$ cat src/rtl/id_exe_stage.sv
// id_exe_stage
// Pipeline register between instruction decode (ID) and execute (EXE).
// Decoded control and operand fields are captured on the rising clock edge.
// Operand forwarding from the EXE and writeback producers is resolved in
// front of the registers, so every output is a plain flop.
//
// Flow control: there is no ready/valid handshake with the decoder. stall=1
// holds every register; flush=1 (branch taken in EXE) overwrites the stage
// with a bubble. Priority per edge is rst > flush > stall > load. valid marks
// a real instruction on the outputs; a bubble always has valid=0,
// reg_write=0 and jenable=0.
//
// Ports:
//   clk, rst                 clock (rising edge), synchronous active-high reset
//   stall, flush             hold / squash controls
//   id_*                     decoded instruction fields from ID
//   ex_rd/ex_wr/ex_result    EXE-stage producer (highest forwarding priority)
//   wb_rd/wb_wr/wb_data      writeback-stage producer
//   mux_exe .. rd, valid     registered fields driving EXE
//   bubble_count             saturating count of bubbles inserted
module id_exe_stage #(
  parameter int ARQ  = 16,
  parameter int REGW = 4,
  parameter int JW   = 13,
  parameter int CNTW = 16
) (
  input  logic            clk,
  input  logic            rst,
  input  logic            stall,
  input  logic            flush,
  input  logic            id_valid,
  input  logic            id_mux_exe,
  input  logic            id_jop_lsb,
  input  logic            id_jenable,
  input  logic            id_reg_write,
  input  logic [1:0]      id_alu_op,
  input  logic [REGW-1:0] id_rs1,
  input  logic [REGW-1:0] id_rs2,
  input  logic [REGW-1:0] id_rsd,
  input  logic [REGW-1:0] id_rd,
  input  logic [ARQ-1:0]  id_src1,
  input  logic [ARQ-1:0]  id_src2,
  input  logic [ARQ-1:0]  id_srcdest,
  input  logic [ARQ-1:0]  id_imm,
  input  logic [JW-1:0]   id_jaddr,
  input  logic [REGW-1:0] ex_rd,
  input  logic            ex_wr,
  input  logic [ARQ-1:0]  ex_result,
  input  logic [REGW-1:0] wb_rd,
  input  logic            wb_wr,
  input  logic [ARQ-1:0]  wb_data,
  output logic            mux_exe,
  output logic            jop_lsb,
  output logic            jenable,
  output logic            reg_write,
  output logic [1:0]      alu_op,
  output logic [ARQ-1:0]  src1,
  output logic [ARQ-1:0]  src2,
  output logic [ARQ-1:0]  srcdest,
  output logic [ARQ-1:0]  imm,
  output logic [JW-1:0]   jaddr,
  output logic [REGW-1:0] rd,
  output logic            valid,
  output logic [CNTW-1:0] bubble_count
);

  logic [ARQ-1:0]  fwd_src1;
  logic [ARQ-1:0]  fwd_src2;
  logic [ARQ-1:0]  fwd_srcdest;
  logic [CNTW-1:0] bubble_next;

  // EXE holds the younger result, so it wins over WB. Register 0 is not
  // special-cased: a write to r0 is forwarded like any other register.
  function automatic logic [ARQ-1:0] fwd_pick(
    input logic [REGW-1:0] addr,
    input logic [ARQ-1:0]  rf_val,
    input logic [REGW-1:0] e_rd,
    input logic            e_wr,
    input logic [ARQ-1:0]  e_val,
    input logic [REGW-1:0] w_rd,
    input logic            w_wr,
    input logic [ARQ-1:0]  w_val
  );
    if (e_wr && (e_rd == addr)) begin
      return e_val;
    end else if (w_wr && (w_rd == addr)) begin
      return w_val;
    end
    return rf_val;
  endfunction

  always_comb begin
    fwd_src1    = fwd_pick(id_rs1, id_src1, ex_rd, ex_wr, ex_result,
                           wb_rd, wb_wr, wb_data);
    fwd_src2    = fwd_pick(id_rs2, id_src2, ex_rd, ex_wr, ex_result,
                           wb_rd, wb_wr, wb_data);
    // srcdest is forwarded even when the immediate is selected; the EXE mux
    // decides which of the two it uses.
    fwd_srcdest = fwd_pick(id_rsd, id_srcdest, ex_rd, ex_wr, ex_result,
                           wb_rd, wb_wr, wb_data);
    // Saturate at all-ones instead of wrapping back to zero.
    bubble_next = (bubble_count == {CNTW{1'b1}}) ? bubble_count
                                                 : bubble_count + CNTW'(1);
  end

  always_ff @(posedge clk) begin
    if (rst || flush) begin
      mux_exe   <= 1'b0;
      jop_lsb   <= 1'b0;
      jenable   <= 1'b0;
      reg_write <= 1'b0;
      alu_op    <= 2'b00;
      src1      <= '0;
      src2      <= '0;
      srcdest   <= '0;
      imm       <= '0;
      jaddr     <= '0;
      rd        <= '0;
      valid     <= 1'b0;
      if (rst) begin
        bubble_count <= '0;
      end else begin
        bubble_count <= bubble_next;
      end
    end else if (!stall) begin
      mux_exe   <= id_mux_exe;
      jop_lsb   <= id_jop_lsb;
      alu_op    <= id_alu_op;
      src1      <= fwd_src1;
      src2      <= fwd_src2;
      srcdest   <= fwd_srcdest;
      imm       <= id_imm;
      jaddr     <= id_jaddr;
      rd        <= id_rd;
      valid     <= id_valid;
      // An empty decode slot must never write the register file or jump.
      jenable   <= id_valid & id_jenable;
      reg_write <= id_valid & id_reg_write;
      if (!id_valid) begin
        bubble_count <= bubble_next;
      end
    end
  end

endmodule

$ cat config.mk
export PLATFORM = sky130hd
export DESIGN_NAME = id_exe_stage
export DESIGN_NICKNAME = d
export VERILOG_FILES = /design/src/rtl/id_exe_stage.sv
export SDC_FILE = /design/constraint.sdc
export NUM_CORES = 1
export LEC_CHECK = 0
export BUFFER_PORTS_ARGS = -buffer_cell sky130_fd_sc_hd__buf_2
export CORE_MARGIN = 5
export CORE_UTILIZATION = 45
export CTS_BUF_LIST = sky130_fd_sc_hd__clkbuf_8
export DETAILED_ROUTE_END_ITERATION = 8
export PLACE_DENSITY = 0.79
export SLEW_MARGIN = 20
export SYNTH_ARGS = -nofsm -noshare
export SYNTH_HDL_FRONTEND = slang
export SYNTH_SLANG_ARGS = --single-unit
export TNS_END_PERCENT = 5
$ cat constraint.sdc
create_clock -name clk -period 5.28 [get_ports clk]
set_input_delay 0.792 -clock clk [delete_from_list [all_inputs] [get_ports clk]]
set_output_delay 0.792 -clock clk [all_outputs]
set_load 0.005 [all_outputs]
After elaboration in Yosys (flattened, before gate mapping):

Cells that the tools add are included.

* magnitude comparators: 0
* divide/modulo/power cells: 0
* bitwise logic cells: 2
* mux-type cells: 20
* equality and inequality tests: 9
* shift operators: 0
* reductions and logical operators: 8
* multipliers: 0
* add/sub/neg operators: 1

Operators with widths (number)
* 2-to-1 mux 16 bit: 14
* equality test 4 bit: 6
* adder 16 x 1 -> 16 bit, second input constant: 1
* equality test 16 bit, second input constant: 1
* logical AND 1 bit: 6
* 2-to-1 mux 1 bit: 6
* inequality test 2 x 1 -> 1 bit, second input constant: 2
* AND 1 bit: 2
* AND reduction 2 bit: 1
* logical OR 1 bit: 1

* memory bits (read-only): 0
* logic and storage cells: 53
* RAM bits: 0
* register bits: 104
* output and inout port bits: 104
* input port bits: 146
* latch bits: 0
* memories: 0

Depth between registers and ports, before layout:

* word-level depth: 5
* mapped depth: 8
* depth with buffers taken out: 6

Least setup slack after synthesis:

OpenSTA, ideal clock, no wires.

* path type: in2reg
* start: input stall
* end: register bubble_count[0], enable pin
* setup time: 0.414 ns
* slack: 2.644 ns
* data required time: 4.866 ns
* stages: 2
* arrival: 2.223 ns
* path buffers: 1
* path through: clkbuf_1 o21ai_0

* longest elaborated chain between the ends: 2

Ends and longest elaborated chain
* start: declaration: line 29 `input logic stall,`
* inequality test 2 x 1 -> 1 bit (no line)
* AND reduction 2 bit (no line)
* end signal: assignment: line 123 `bubble_count <= bubble_next;`
* end signal: assignment: line 140 `bubble_count <= bubble_next;`
* end: declaration: line 64 `output logic [CNTW-1:0] bubble_count`

No other way between the ends.
A chain may end at the register's enable or synchronous reset.

Final worst setup path:

* start: input rst
* end: register srcdest[9]

* longest elaborated chain between the ends: 1

Ends and longest elaborated chain
* start: declaration: line 28 `input logic rst,`
* logical OR 1 bit: line 107 `if (rst || flush) begin`
* end signal: assignment: line 131 `srcdest <= fwd_srcdest;`
* end: declaration: line 59 `output logic [ARQ-1:0] srcdest,`

No other way between the ends.

==> flow_summary.yaml <==
outcome:
  status: "finished clean"
timing:
  worst_slew_pin_slew_ps: 1110
  hold_viol: 0
  clock_skew_ps: 19.3
  fin_setup_tns_ps: 0
  rsz0062_at_grt: "false"
  min_period_over_period_pct: 62.3
  max_freq_mhz: 304
  layout_setup_ws_ps: 1990
  slew_viol_final: 0
  timing.slew.headroom_pct: 25.6
  setup_viol: 0
  fin_crit_ps: 3290
clock_tree:
  clock-root-buffer: "clkbuf_8"
  cts_resized: 0
  cts_setup_buffers: 0
  cts_buffers: 9
  cts_max_level: 3
  cts_tree: "done"
  cts_sinks: 104
  worstSkewPairLatency_ps: 370
  cts.clk_slew.worst_paths_ps: 110
  hold_buffers: 0
  cts.path.max_buffers: 2
pwr:
  power.density_nw_per_um2: 246
  p_leak_nw: 3.23
  vdd_drop_max_mv: 0.133
  finalPower_mw: 1.61
detailed_routing:
  ant_nets: 0
  firstDrtPassIters: 5
  wl_per_cell_microns: 17.6
  drt_iter0_drc: 294
  drt-total-wl_microns: 16200
  num_vias: 4924
  drc: 0
  via_per_inst: 5.36
synth:
  synth_warnings: 0
  synth_cell_types: 45
  ys_ff_latch: 104
  synth.cell_area_sq_um: 5040
  syn_area_per_cell_sq_um: 9.33
  synth_edf_count: 16
  syn_inst: 540
  synth_nets: 687
  ys_dominant_reg_cell: "dfxtp_1"
  synth.area.top_cells: "dfxtp_1 35%, mux2i_1 14%, edfxtp_1 9.5%, nor2_1 5.1%, nand2_1 4.2%"
  yosys.area.top_type_share_pct: 35.0
  synth_seq_area_share_pct: 44.5
  synth-async-reset-ratio_pct: 0
  yosysTopAreaCell: "dfxtp_1"
flow_run:
  max-cap-violations: 0
place:
  port_buffers: 249
  place.detailed.hpwl_microns: 12300
  place_congestion: 0.913
  pre_cts_ws_ps: 1710
grt:
  antenna_found_initial: 0
  grtUsageTotal_pct: 23.4
  grt_pass1_vias: 5061
  grt_max_degree: 49
  grt_pass1_wl_microns: 24900
  grt-ovfl-total: 0
worst_setup_path:
  arrival_ps: 3560
  crit_path_cell_trace: "buf_2, or2_1, buf_4, nor2_2, nand3_1, o221ai_1"
  cp_max_fo: 41
  r2r_slack_ps: 3260
  start_kind: "input port"
  slowest_stage: "nand3_1"
  end_kind: "flip-flop"
  crit_type: "input port to flip-flop"
  crit_buf_inv: 2
  cpLargestDelayFamily: "simple AND/OR/NAND/NOR gates"
  critical-path-max-stage-delay_ps: 850
  cp_data_required_time_ps: 5550
layout:
  area_growth_pct: 29.6
  layout_commonest_cell: "buf_2"
  final_nets: 921
  n_antenna_cell: 0
  drive_gt1_share_pct: 36.8
  final_cell_mix: "249 x buf_2, 88 x dfxtp_1, 71 x mux2i_1, 68 x nor2_1, 57 x nand2_1"
die:
  std_cell_rows: 38
  initial_utilization_pct: 46.3
  die_h_microns: 116
  io_pins: 250
  fp.dieW_microns: 116
  core_sq_um: 10900
  die_area_sq_um: 13400
worst_hold_path:
  min_path_type: "flip-flop to flip-flop"
[sequential cells by signal (all words and copies together), names as in the netlist]
signal / flops
src2: 16
jaddr: 13
rd: 4
mux_exe: 1
reg_write: 1
imm: 16
srcdest: 16
bubble_count: 16
jenable: 1
valid: 1
src1: 16
alu_op: 2
jop_lsb: 1
[cell type report]
| type | instances | area, sq um |
|---|---|---|
| clock inverters | 7 | 52.6 |
| flip-flops and latches | 104 | 2240 |
| fillers | 955 | 4360 |
| clock buffers | 9 | 124 |
| repair buffers | 255 | 1290 |
| multi-input cells | 372 | 2530 |
| inverters | 32 | 120 |
| well taps | 140 | 175 |
[logic make-up (layout without fill, tap and decap cells)]
logic type / count (synthesis) / count (layout) / share of synthesized area [%]
buffers and inverters: 64 / 303 / 5.51
adders and majority gates: 1 / 1 / 0.248
and+or+nand+nor: 184 / 184 / 16.4
AOI/OAI and AO/OA: 85 / 85 / 13.8
muxes: 71 / 71 / 14.1
DFF: 104 / 104 / 44.5
xor gates and xnor gates: 31 / 31 / 5.39
[layer usage]
metal | GRT usage, % | wire, microns
met1 | 27.9 | 6360
met2 | 40.8 | 8120
met3 | 5.01 | 1260
met4 | 9.90 | 437
met5 | 0 | 0
[synthesized netlist by cell type (2+ instances only)]
cell type	number
dfxtp_1	88
mux2i_1	71
nor2_1	68
nand2_1	57
inv_1	32
o221ai_1	21
xor2_1	20
o21ai_0	19
nor2b_1	18
edfxtp_1	16
o31ai_1	16
clkbuf_1	13
xnor2_1	11
nand3_1	10
nor3_1	10
o221ai_2	10
buf_2	9
and3_1	5
buf_1	5
a211oi_1	3
a21oi_1	3
and4_1	3
buf_4	3
nand4_1	3
a22oi_1	2
a31oi_1	2
and2_1	2
buf_6	2
nor4_1	2
[worst paths after layout]
kind | startpoint | endpoint | depth (start not counted)
hold reg to reg | src2[15] | src2[15] | 2
setup reg to reg | bubble_count[0] | bubble_count[1] | 6
hold / removal | src2[15] | src2[15] | 2
setup / recovery | rst | srcdest[9] | 6
[tightest hold or removal path: stages (launching register included)]
cell	delay [ps]
dfxtp_1	320
nand2_1	50
o31ai_1	60
[power breakdown]
group | switching, mW | total [mW] | leakage, nW | internal (mW)
logic | 0.136 | 0.258 | 2.24 | 0.122
registers | 0.0298 | 0.872 | 0.896 | 0.843
clock network | 0.298 | 0.475 | 0.0908 | 0.177
total | 0.464 | 1.61 | 3.23 | 1.14
[metrics by stage]
| step | std cells | util (%) | area, sq um | hold WS (ps) |
|---|---|---|---|---|
| 3_3_place_gp | 903 | 58.4 | 6350 | 429 |
| 3_5_place_dp | 903 | 58.4 | 6350 | 443 |
| 6_report | 919 | 60.0 | 6530 | 465 |
| 4_1_cts | 919 | 60.0 | 6530 | 468 |
| 5_1_grt | 919 | 60.0 | 6530 | 481 |
| 2_1_floorplan | 540 | - | 5040 | 447 |
(Power assumes the default switching activity.)
